[src/rtl/exe_stage_if.sv]
// Purpose: groups the EXE stage operand, forwarding, control and result signals.
// Latency: none, wiring only.
// Backpressure: stall is carried back to the pipeline that drives this bundle.
`ifndef WORD_LEN
`define WORD_LEN 32
`endif
`ifndef REG_FILE_ADDR_LEN
`define REG_FILE_ADDR_LEN 5
`endif
`ifndef EXE_CMD_LEN
`define EXE_CMD_LEN 4
`endif

interface exe_stage_if;
   // from the ID/EXE register
   logic [`EXE_CMD_LEN-1:0]       EXE_CMD;
   logic [`WORD_LEN-1:0]          val1;
   logic [`WORD_LEN-1:0]          val2;
   logic [`WORD_LEN-1:0]          ST_value;
   logic [`REG_FILE_ADDR_LEN-1:0] src1;
   logic [`REG_FILE_ADDR_LEN-1:0] src2;
   logic [`REG_FILE_ADDR_LEN-1:0] dest;
   logic                          is_imm;
   logic                          WB_EN;
   logic                          MEM_R_EN;
   logic                          MEM_W_EN;
   // forwarding sources from the later stages
   logic                          mem_wb_en;
   logic                          wb_wb_en;
   logic [`REG_FILE_ADDR_LEN-1:0] mem_dest;
   logic [`REG_FILE_ADDR_LEN-1:0] wb_dest;
   logic [`WORD_LEN-1:0]          mem_value;
   logic [`WORD_LEN-1:0]          wb_value;
   // towards the EXE/MEM register and hazard logic
   logic [`WORD_LEN-1:0]          alu_result;
   logic [`WORD_LEN-1:0]          st_value_out;
   logic [`REG_FILE_ADDR_LEN-1:0] dest_out;
   logic                          WB_EN_out;
   logic                          MEM_R_EN_out;
   logic                          MEM_W_EN_out;
   logic                          stall;

   modport slave (
      input  EXE_CMD, val1, val2, ST_value, src1, src2, dest, is_imm,
             WB_EN, MEM_R_EN, MEM_W_EN, mem_wb_en, wb_wb_en, mem_dest,
             wb_dest, mem_value, wb_value,
      output alu_result, st_value_out, dest_out, WB_EN_out, MEM_R_EN_out,
             MEM_W_EN_out, stall
   );

   modport master (
      output EXE_CMD, val1, val2, ST_value, src1, src2, dest, is_imm,
             WB_EN, MEM_R_EN, MEM_W_EN, mem_wb_en, wb_wb_en, mem_dest,
             wb_dest, mem_value, wb_value,
      input  alu_result, st_value_out, dest_out, WB_EN_out, MEM_R_EN_out,
             MEM_W_EN_out, stall
   );
endinterface

[src/rtl/exe_stage.sv]
// Purpose: EXE stage - operand forwarding, ALU, optional iterative multiplier (macro ITER_MUL_EN).
// Latency: non-MUL ops combinational; MUL holds stall for 33 cycles, result in the 34th.
// Backpressure: stall freezes PC, IF/ID and ID/EXE and turns the outgoing control bits into a bubble.
`ifndef WORD_LEN
`define WORD_LEN 32
`endif
`ifndef REG_FILE_ADDR_LEN
`define REG_FILE_ADDR_LEN 5
`endif
`ifndef EXE_CMD_LEN
`define EXE_CMD_LEN 4
`endif

module exe_stage (
   input logic        clk,
   input logic        rst,
   exe_stage_if.slave io_exe
);
   localparam logic [`EXE_CMD_LEN-1:0] CMD_ADD = 4'b0000;
   localparam logic [`EXE_CMD_LEN-1:0] CMD_SUB = 4'b0010;
   localparam logic [`EXE_CMD_LEN-1:0] CMD_AND = 4'b0100;
   localparam logic [`EXE_CMD_LEN-1:0] CMD_OR  = 4'b0101;
   localparam logic [`EXE_CMD_LEN-1:0] CMD_NOR = 4'b0110;
   localparam logic [`EXE_CMD_LEN-1:0] CMD_XOR = 4'b0111;
   localparam logic [`EXE_CMD_LEN-1:0] CMD_SLL = 4'b1000;
   localparam logic [`EXE_CMD_LEN-1:0] CMD_SRL = 4'b1001;
   localparam logic [`EXE_CMD_LEN-1:0] CMD_SRA = 4'b1010;
   localparam logic [`EXE_CMD_LEN-1:0] CMD_MUL = 4'b1100;

   logic                 w_src1_mem, w_src1_wb, w_src2_mem, w_src2_wb;
   logic [`WORD_LEN-1:0] w_op1, w_op2, w_st;
   logic [4:0]           w_shamt;
   logic [`WORD_LEN-1:0] w_alu;
   logic [`WORD_LEN-1:0] w_mul_result;
   logic                 w_stall;
   logic                 w_is_mul;

   // Register 0 is hard-wired, so a match on index 0 never forwards.
   assign w_src1_mem = io_exe.mem_wb_en && (io_exe.mem_dest == io_exe.src1) && (io_exe.src1 != '0);
   assign w_src1_wb  = io_exe.wb_wb_en  && (io_exe.wb_dest  == io_exe.src1) && (io_exe.src1 != '0);
   assign w_src2_mem = io_exe.mem_wb_en && (io_exe.mem_dest == io_exe.src2) && (io_exe.src2 != '0);
   assign w_src2_wb  = io_exe.wb_wb_en  && (io_exe.wb_dest  == io_exe.src2) && (io_exe.src2 != '0);
   assign w_is_mul   = (io_exe.EXE_CMD == CMD_MUL);

   // Forwarding muxes: MEM is the younger producer and wins over WB; immediates bypass forwarding.
   always_comb begin
      w_op1 = io_exe.val1;
      w_op2 = io_exe.val2;
      w_st  = io_exe.ST_value;
      if (w_src1_mem)     w_op1 = io_exe.mem_value;
      else if (w_src1_wb) w_op1 = io_exe.wb_value;
      if (w_src2_mem)     w_st  = io_exe.mem_value;
      else if (w_src2_wb) w_st  = io_exe.wb_value;
      if (!io_exe.is_imm) begin
         if (w_src2_mem)     w_op2 = io_exe.mem_value;
         else if (w_src2_wb) w_op2 = io_exe.wb_value;
      end
   end

   assign w_shamt = w_op2[4:0];

`ifdef ITER_MUL_EN
   typedef enum logic [1:0] {ST_IDLE, ST_BUSY, ST_DONE} state_t;

   state_t               r_state;
   logic [4:0]           r_cnt;
   logic [`WORD_LEN-1:0] r_acc;
   logic [`WORD_LEN-1:0] r_op1;
   logic [`WORD_LEN-1:0] r_op2;
   logic [`WORD_LEN-1:0] w_addend;

   // Partial product for the current bit; only the low word of the product is ever needed.
   assign w_addend = r_op2[r_cnt] ? (r_op1 << r_cnt) : '0;

   // Shift-add multiplier: capture operands once, then 32 accumulate steps, then one result cycle.
   always_ff @(posedge clk) begin
      if (rst) begin
         r_state <= ST_IDLE;
         r_cnt   <= '0;
         r_acc   <= '0;
         r_op1   <= '0;
         r_op2   <= '0;
      end else begin
         case (r_state)
            ST_IDLE: begin
               if (w_is_mul) begin
                  r_op1   <= w_op1;
                  r_op2   <= w_op2;
                  r_acc   <= '0;
                  r_cnt   <= '0;
                  r_state <= ST_BUSY;
               end
            end
            ST_BUSY: begin
               r_acc <= r_acc + w_addend;
               r_cnt <= r_cnt + 5'd1;
               if (r_cnt == 5'd31) r_state <= ST_DONE;
            end
            ST_DONE: r_state <= ST_IDLE;
            default: r_state <= ST_IDLE;
         endcase
      end
   end

   // Stall rises in the issuing cycle itself so the front end freezes before the next edge.
   assign w_stall      = !rst && ((r_state == ST_IDLE && w_is_mul) || (r_state == ST_BUSY));
   assign w_mul_result = (r_state == ST_DONE) ? r_acc : '0;
`else
   logic w_unused_clk_rst;

   assign w_unused_clk_rst = clk ^ rst;
   assign w_stall          = 1'b0;
   assign w_mul_result     = '0;
`endif

   // Single-cycle ALU; MUL only shows the multiplier result, everything undefined reads as 0.
   always_comb begin
      w_alu = '0;
      case (io_exe.EXE_CMD)
         CMD_ADD: w_alu = w_op1 + w_op2;
         CMD_SUB: w_alu = w_op1 - w_op2;
         CMD_AND: w_alu = w_op1 & w_op2;
         CMD_OR:  w_alu = w_op1 | w_op2;
         CMD_NOR: w_alu = ~(w_op1 | w_op2);
         CMD_XOR: w_alu = w_op1 ^ w_op2;
         CMD_SLL: w_alu = w_op1 << w_shamt;
         CMD_SRL: w_alu = w_op1 >> w_shamt;
         CMD_SRA: w_alu = `WORD_LEN'($signed(w_op1) >>> w_shamt);
         CMD_MUL: w_alu = w_mul_result;
         default: w_alu = '0;
      endcase
   end

   assign io_exe.alu_result   = w_alu;
   assign io_exe.st_value_out = w_st;
   assign io_exe.dest_out     = io_exe.dest;
   assign io_exe.stall        = w_stall;
   assign io_exe.WB_EN_out    = io_exe.WB_EN    && !w_stall;
   assign io_exe.MEM_R_EN_out = io_exe.MEM_R_EN && !w_stall;
   assign io_exe.MEM_W_EN_out = io_exe.MEM_W_EN && !w_stall;
endmodule

[src/flat_wrapper.sv]
// flat-port wrapper written by rule: the top's interface ports become plain ports
module exe_stage_flat 
  (clk, rst, io_exe_EXE_CMD, io_exe_val1, io_exe_val2, io_exe_ST_value, io_exe_src1, io_exe_src2, io_exe_dest, io_exe_is_imm, io_exe_WB_EN, io_exe_MEM_R_EN, io_exe_MEM_W_EN, io_exe_mem_wb_en, io_exe_wb_wb_en, io_exe_mem_dest, io_exe_wb_dest, io_exe_mem_value, io_exe_wb_value, io_exe_alu_result, io_exe_st_value_out, io_exe_dest_out, io_exe_WB_EN_out, io_exe_MEM_R_EN_out, io_exe_MEM_W_EN_out, io_exe_stall);
  exe_stage_if io_exe_i ();
  input logic clk;
  input logic rst;
  input wire logic [$bits(io_exe_i.EXE_CMD)-1:0] io_exe_EXE_CMD;
  input wire logic [$bits(io_exe_i.val1)-1:0] io_exe_val1;
  input wire logic [$bits(io_exe_i.val2)-1:0] io_exe_val2;
  input wire logic [$bits(io_exe_i.ST_value)-1:0] io_exe_ST_value;
  input wire logic [$bits(io_exe_i.src1)-1:0] io_exe_src1;
  input wire logic [$bits(io_exe_i.src2)-1:0] io_exe_src2;
  input wire logic [$bits(io_exe_i.dest)-1:0] io_exe_dest;
  input wire logic [$bits(io_exe_i.is_imm)-1:0] io_exe_is_imm;
  input wire logic [$bits(io_exe_i.WB_EN)-1:0] io_exe_WB_EN;
  input wire logic [$bits(io_exe_i.MEM_R_EN)-1:0] io_exe_MEM_R_EN;
  input wire logic [$bits(io_exe_i.MEM_W_EN)-1:0] io_exe_MEM_W_EN;
  input wire logic [$bits(io_exe_i.mem_wb_en)-1:0] io_exe_mem_wb_en;
  input wire logic [$bits(io_exe_i.wb_wb_en)-1:0] io_exe_wb_wb_en;
  input wire logic [$bits(io_exe_i.mem_dest)-1:0] io_exe_mem_dest;
  input wire logic [$bits(io_exe_i.wb_dest)-1:0] io_exe_wb_dest;
  input wire logic [$bits(io_exe_i.mem_value)-1:0] io_exe_mem_value;
  input wire logic [$bits(io_exe_i.wb_value)-1:0] io_exe_wb_value;
  output wire logic [$bits(io_exe_i.alu_result)-1:0] io_exe_alu_result;
  output wire logic [$bits(io_exe_i.st_value_out)-1:0] io_exe_st_value_out;
  output wire logic [$bits(io_exe_i.dest_out)-1:0] io_exe_dest_out;
  output wire logic [$bits(io_exe_i.WB_EN_out)-1:0] io_exe_WB_EN_out;
  output wire logic [$bits(io_exe_i.MEM_R_EN_out)-1:0] io_exe_MEM_R_EN_out;
  output wire logic [$bits(io_exe_i.MEM_W_EN_out)-1:0] io_exe_MEM_W_EN_out;
  output wire logic [$bits(io_exe_i.stall)-1:0] io_exe_stall;
  assign io_exe_i.EXE_CMD = io_exe_EXE_CMD;
  assign io_exe_i.val1 = io_exe_val1;
  assign io_exe_i.val2 = io_exe_val2;
  assign io_exe_i.ST_value = io_exe_ST_value;
  assign io_exe_i.src1 = io_exe_src1;
  assign io_exe_i.src2 = io_exe_src2;
  assign io_exe_i.dest = io_exe_dest;
  assign io_exe_i.is_imm = io_exe_is_imm;
  assign io_exe_i.WB_EN = io_exe_WB_EN;
  assign io_exe_i.MEM_R_EN = io_exe_MEM_R_EN;
  assign io_exe_i.MEM_W_EN = io_exe_MEM_W_EN;
  assign io_exe_i.mem_wb_en = io_exe_mem_wb_en;
  assign io_exe_i.wb_wb_en = io_exe_wb_wb_en;
  assign io_exe_i.mem_dest = io_exe_mem_dest;
  assign io_exe_i.wb_dest = io_exe_wb_dest;
  assign io_exe_i.mem_value = io_exe_mem_value;
  assign io_exe_i.wb_value = io_exe_wb_value;
  assign io_exe_alu_result = io_exe_i.alu_result;
  assign io_exe_st_value_out = io_exe_i.st_value_out;
  assign io_exe_dest_out = io_exe_i.dest_out;
  assign io_exe_WB_EN_out = io_exe_i.WB_EN_out;
  assign io_exe_MEM_R_EN_out = io_exe_i.MEM_R_EN_out;
  assign io_exe_MEM_W_EN_out = io_exe_i.MEM_W_EN_out;
  assign io_exe_stall = io_exe_i.stall;
  exe_stage u_core (.clk(clk), .rst(rst), .io_exe(io_exe_i));
endmodule
[config.mk]
export PLATFORM = sky130hd
export DESIGN_NAME = exe_stage_flat
export DESIGN_NICKNAME = d
export VERILOG_FILES = /design/src/rtl/exe_stage_if.sv /design/src/rtl/exe_stage.sv /design/src/flat_wrapper.sv
export SDC_FILE = /design/constraint.sdc
export NUM_CORES = 1
export LEC_CHECK = 0
export CORE_ASPECT_RATIO = 0.9
export CORE_MARGIN = 5
export CORE_UTILIZATION = 57
export DETAILED_ROUTE_END_ITERATION = 8
export PLACE_DENSITY = 0.89
export SLEW_MARGIN = 20
export SYNTH_ARGS = -nofsm -noshare
export SYNTH_HDL_FRONTEND = slang
export SYNTH_SLANG_ARGS = --single-unit
[constraint.sdc]
create_clock -name vclk -period 16.1
set_input_delay 3.22 -clock vclk [all_inputs]
set_output_delay 3.22 -clock vclk [all_outputs]
set_load 0.02 [all_outputs]
# Yosys cells after proc, flatten, opt, wreduce, memory -nomap -nowiden
# Index checks and enable logic that the tools add are counted.
# W data, S select, Z words.
# totals
reg_bits	0
in_bits	197
output_inout_bits	73
# classes
n_addsub	2
n_eq_ne	12
shift	3
n_mux	8
bitwise	4
reduce_logical	11
# op_table
op	n
$pmux W32 S9	1
$mux W32	7
$add A32 B32 Y32	1
$and A32 B32 Y32	1
$not A32 Y32	1
$or A32 B32 Y32	1
$shl A32 B5 Y32	1
$shr A32 B5 Y32	1
$sshr A32 B5 Y32	1
$sub A32 B32 Y32	1
$xor A32 B32 Y32	1
$eq A5 B5 Y1	4
$eq A4 B3 Y1 const B	4
$eq A4 B4 Y1 const B	3
$reduce_bool A5 Y1	2
$logic_and A1 B1 Y1	8
$eq A4 B2 Y1 const B	1
$logic_not A4 Y1	1

# Logic depth before layout (Yosys ltp)
# logic_depth
ltp_word	9
depth_mapped	28

# Least setup slack after synthesis
# No wires, ideal clock.
# synth_timing
path_type	input -> output
startpoint	input io_exe_src2[1]
endpoint	output io_exe_alu_result[30]
arrival_time_ps	8951
setup_slack_ps	3929
cell_stages	26
cell_sequence	or4_4 o211ai_2 buf_4 or2_1 buf_4 buf_6 a31oi_2 o22ai_4 buf_6 buf_4 buf_2 ha_1 nor2_1 xnor2_1 ha_1 a21o_1 a21o_1 a211oi_2 o31ai_1 a221o_1 a311oi_2 o31ai_1 a311oi_2 o21ai_0 nor4b_1 or4_1
# synth_between
elab_chain_len	9
# synth_lines
element	line_no	source
start, declared	flat_wrapper.sv:12	input wire logic [$bits(io_exe_i.src2)-1:0] io_exe_src2;
$eq A5 B5 Y1	exe_stage.sv:42	assign w_src2_wb = io_exe.wb_wb_en && (io_exe.wb_dest == io_exe.src2) && (io_exe.src2 != '0);
$logic_and A1 B1 Y1 (2 in a row)	exe_stage.sv:42	
$mux W32	exe_stage.sv:56	else if (w_src2_wb) w_op2 = io_exe.wb_value;
$mux W32 *	exe_stage.sv:55	if (w_src2_mem) w_op2 = io_exe.mem_value;
$mux W32 *	exe_stage.sv:54	if (!io_exe.is_imm) begin
parallel branches: the longest is 2 deep, another holds $sub A32 B32 Y32	n/a	
$pmux W32 S9 *	exe_stage.sv:119	case (io_exe.EXE_CMD)
end, declared	flat_wrapper.sv:24	output wire logic [$bits(io_exe_i.alu_result)-1:0] io_exe_alu_result;
# Every way passes the cells marked *.

# Final worst setup path
# layout_timing
startpoint	input io_exe_src2[2]
endpoint	output io_exe_alu_result[30]
# The elaborated chain is that of the path after synthesis.

==> impl_metrics.env <==
export IMPL_postCtsSetupRepairBufs=0
export IMPL_routed_wl_um=50830
export IMPL_cts_hold_buf=0
export IMPL_ir_worst_vdd_uv=27.77
export IMPL_die_area_sq_um=21800
export IMPL_n_clock_buffer=0
export IMPL_netlist_area_sq_um=10800
export IMPL_max_freq_mhz=67.44
export IMPL_synth_largest_area_cell="mux2i_1"
export IMPL_max_cap_violations=0
export IMPL_grt_pass1_wl_um=75980
export IMPL_grtUsageTotal_pct=43.26
export IMPL_syn_to_final_growth_pct=22.67
export IMPL_synth_avg_cell_area_sq_um=6.749
export IMPL_synth_warning_count=0
export IMPL_ant_nets=0
export IMPL_fin_tns_setup_ps=0
export IMPL_fin_crit_sh_pct=92.10
export IMPL_hp_class="in -> out"
export IMPL_yosysTopAreaCellShare_pct=15.57
export IMPL_core_area_sq_um=18520
export IMPL_clkPwrFrac_pct=0
export IMPL_synth_cells=1600
export IMPL_portBuffers=251
export IMPL_path_max_fanout=58
export IMPL_drive_gt1_share_pct=7.481
export IMPL_worstSetupEndpointType="output pin"
export IMPL_vias=14062
export IMPL_synth_fp_nets=1895
export IMPL_drv_slew=0
export IMPL_power_frac_comb_pct=100.0
export IMPL_ys_types=86
export IMPL_start_util_pct=58.29
export IMPL_p_leak_nw=5.519
export IMPL_place_hpwl_um=39990
export IMPL_hp_start="io_exe_WB_EN"
export IMPL_regArea_sq_um=0
export IMPL_finalHoldViolations=0
export IMPL_wire_per_inst_um=25.43
export IMPL_grt_overflow=0
export IMPL_busiest_layer="met2"
export IMPL_gp_congestion=1.162
export IMPL_cp_start_kind="input port"
export IMPL_status="finished clean"
export IMPL_min_period_ps=14830
export IMPL_die_w_um=155.1
export IMPL_worstSetupPathType="in -> out"
export IMPL_grt_max_degree=91
export IMPL_num_rows=47
export IMPL_hold_ws_ps=6440
export IMPL_cts_resized=0
export IMPL_tightest_slew_ps=1226
export IMPL_drt_iter0_drc=2193
export IMPL_synthTopCellsByCount="nand2_1, mux2i_1, nor2_1"
export IMPL_max_slew_margin_pct=17.65
export IMPL_die_y_um=140.6
export IMPL_switchingPower_w=0.0003188
export IMPL_drt_pre_antenna_iters=6
export IMPL_sw_frac_of_total_pct=58.51
export IMPL_yosysSeqAreaShare_pct=0
export IMPL_grt_setup_unrepaired="no"
export IMPL_grt_met3_usage_pct=11.92
export IMPL_required_ps=12880
export IMPL_synth_area_top_cells="mux2i_1, ha_1, nand2_1"
export IMPL_antenna_found_initial=3
export IMPL_yosysMostFrequentCell="nand2_1"
export IMPL_use_met2_pct=65.89
export IMPL_total_power_w=0.0005449
export IMPL_viasPerCell=7.035
export IMPL_route_detailed_drc=0
export IMPL_cp_startpoint="io_exe_src2[2]"
export IMPL_cellInternalPower_w=0.0002261
export IMPL_worstPathArrival_ps=11610
export IMPL_io_pins=270
export IMPL_nNetsFinal=2048
export IMPL_nFlopsAndLatches=0
export IMPL_pwr_share_seq_pct=0
export IMPL_grtUsageMet1_pct=56.96
export IMPL_power_density_nw_per_um2=41.14
export IMPL_finalSetupViolations=0
export IMPL_utilization_pct=71.50
export IMPL_grt_pass1_vias=12964
## cells by family after synthesis
logic type      share of synthesized area (%)
simple gates                            21.03
compound gates                          30.49
mux                                     21.55
buf+inv                                 9.143
fa+ha+maj                               11.43
xor+xnor                                6.327
other cells                           0.03473
## cell type report
class	instances	area (sq um)
Multi-Input combinational cell	1382	9859
Fill cell	1492	5279
Timing Repair Buffer	282	2738
Inverter	87	334.1
Tap cell	245	306.5
Antenna cell	3	7.507
## cell usage in the layout (no fill, tap or decap), types with 8 or more instances in the layout
cell / n
clkdlybuf4s50_1: 249
nand2_1: 194
mux2i_1: 168
nor2_1: 141
a21oi_1: 101
ha_1: 97
inv_1: 75
xnor2_1: 66
a31oi_1: 59
o21ai_0: 55
mux2_2: 51
a211oi_1: 41
o22ai_1: 35
buf_4: 32
o21ai_1: 31
nor3_1: 29
and3_1: 29
nand3_1: 29
o211ai_1: 26
a21o_1: 23
nor2b_1: 20
o21a_1: 14
a221oi_1: 13
xor2_1: 12
nand2b_1: 11
a211o_1: 9
nand4_1: 8
inv_2: 8
o221ai_1: 8
## power groups by stage
stage                 clock, W  sequential (W)  combinational, W
3_5_place_dp                 0               0          0.000521
4_1_cts                      0               0          0.000524
2_1_floorplan                0               0          0.000333
3_3_place_gp                 0               0          0.000512
5_1_grt        0.0000000000250               0          0.000572
6_report       0.0000000000251               0          0.000545
## final timing paths
check                                to  cells after the start
setup / recovery  io_exe_alu_result[30]                     22
hold / removal         io_exe_WB_EN_out                      0
## layer usage
metal / wire (um) / share of wire, % / vias to the layer above
li1: - / - / 6195
met1: 19340 / 38 / 6454
met2: 21380 / 42 / 1181
met3: 7068 / 14 / 232
met4: 3042 / 6.0 / 0
met5: 0 / 0 / -
## stage by stage
stage	setup slack, ps	std cells	instance area, sq um
6_report	1272	1999	13250
5_1_grt	919.2	1999	13250
3_5_place_dp	1593	1996	13240
2_1_floorplan	3929	1600	10800
3_3_place_gp	1857	1996	13240
4_1_cts	1558	1996	13240
## critical path, stage by stage
cell and delay [ps]:
clkdlybuf4s50_1 500, or4_4 560, o211ai_2 540, or2_2 460, a21oi_4 270, o22ai_4 330, buf_4 670, nand3_1 420
nand2_1 200, xnor2_1 100, ha_1 360, a21o_1 190, a211oi_2 100, o31ai_1 540, a221o_1 350, a311oi_2 190
o31ai_1 560, a311oi_2 240, o21ai_0 420, a2111oi_0 180, or4_1 590, clkdlybuf4s50_1 570
Note: power is estimated with default switching activity, not from simulation.
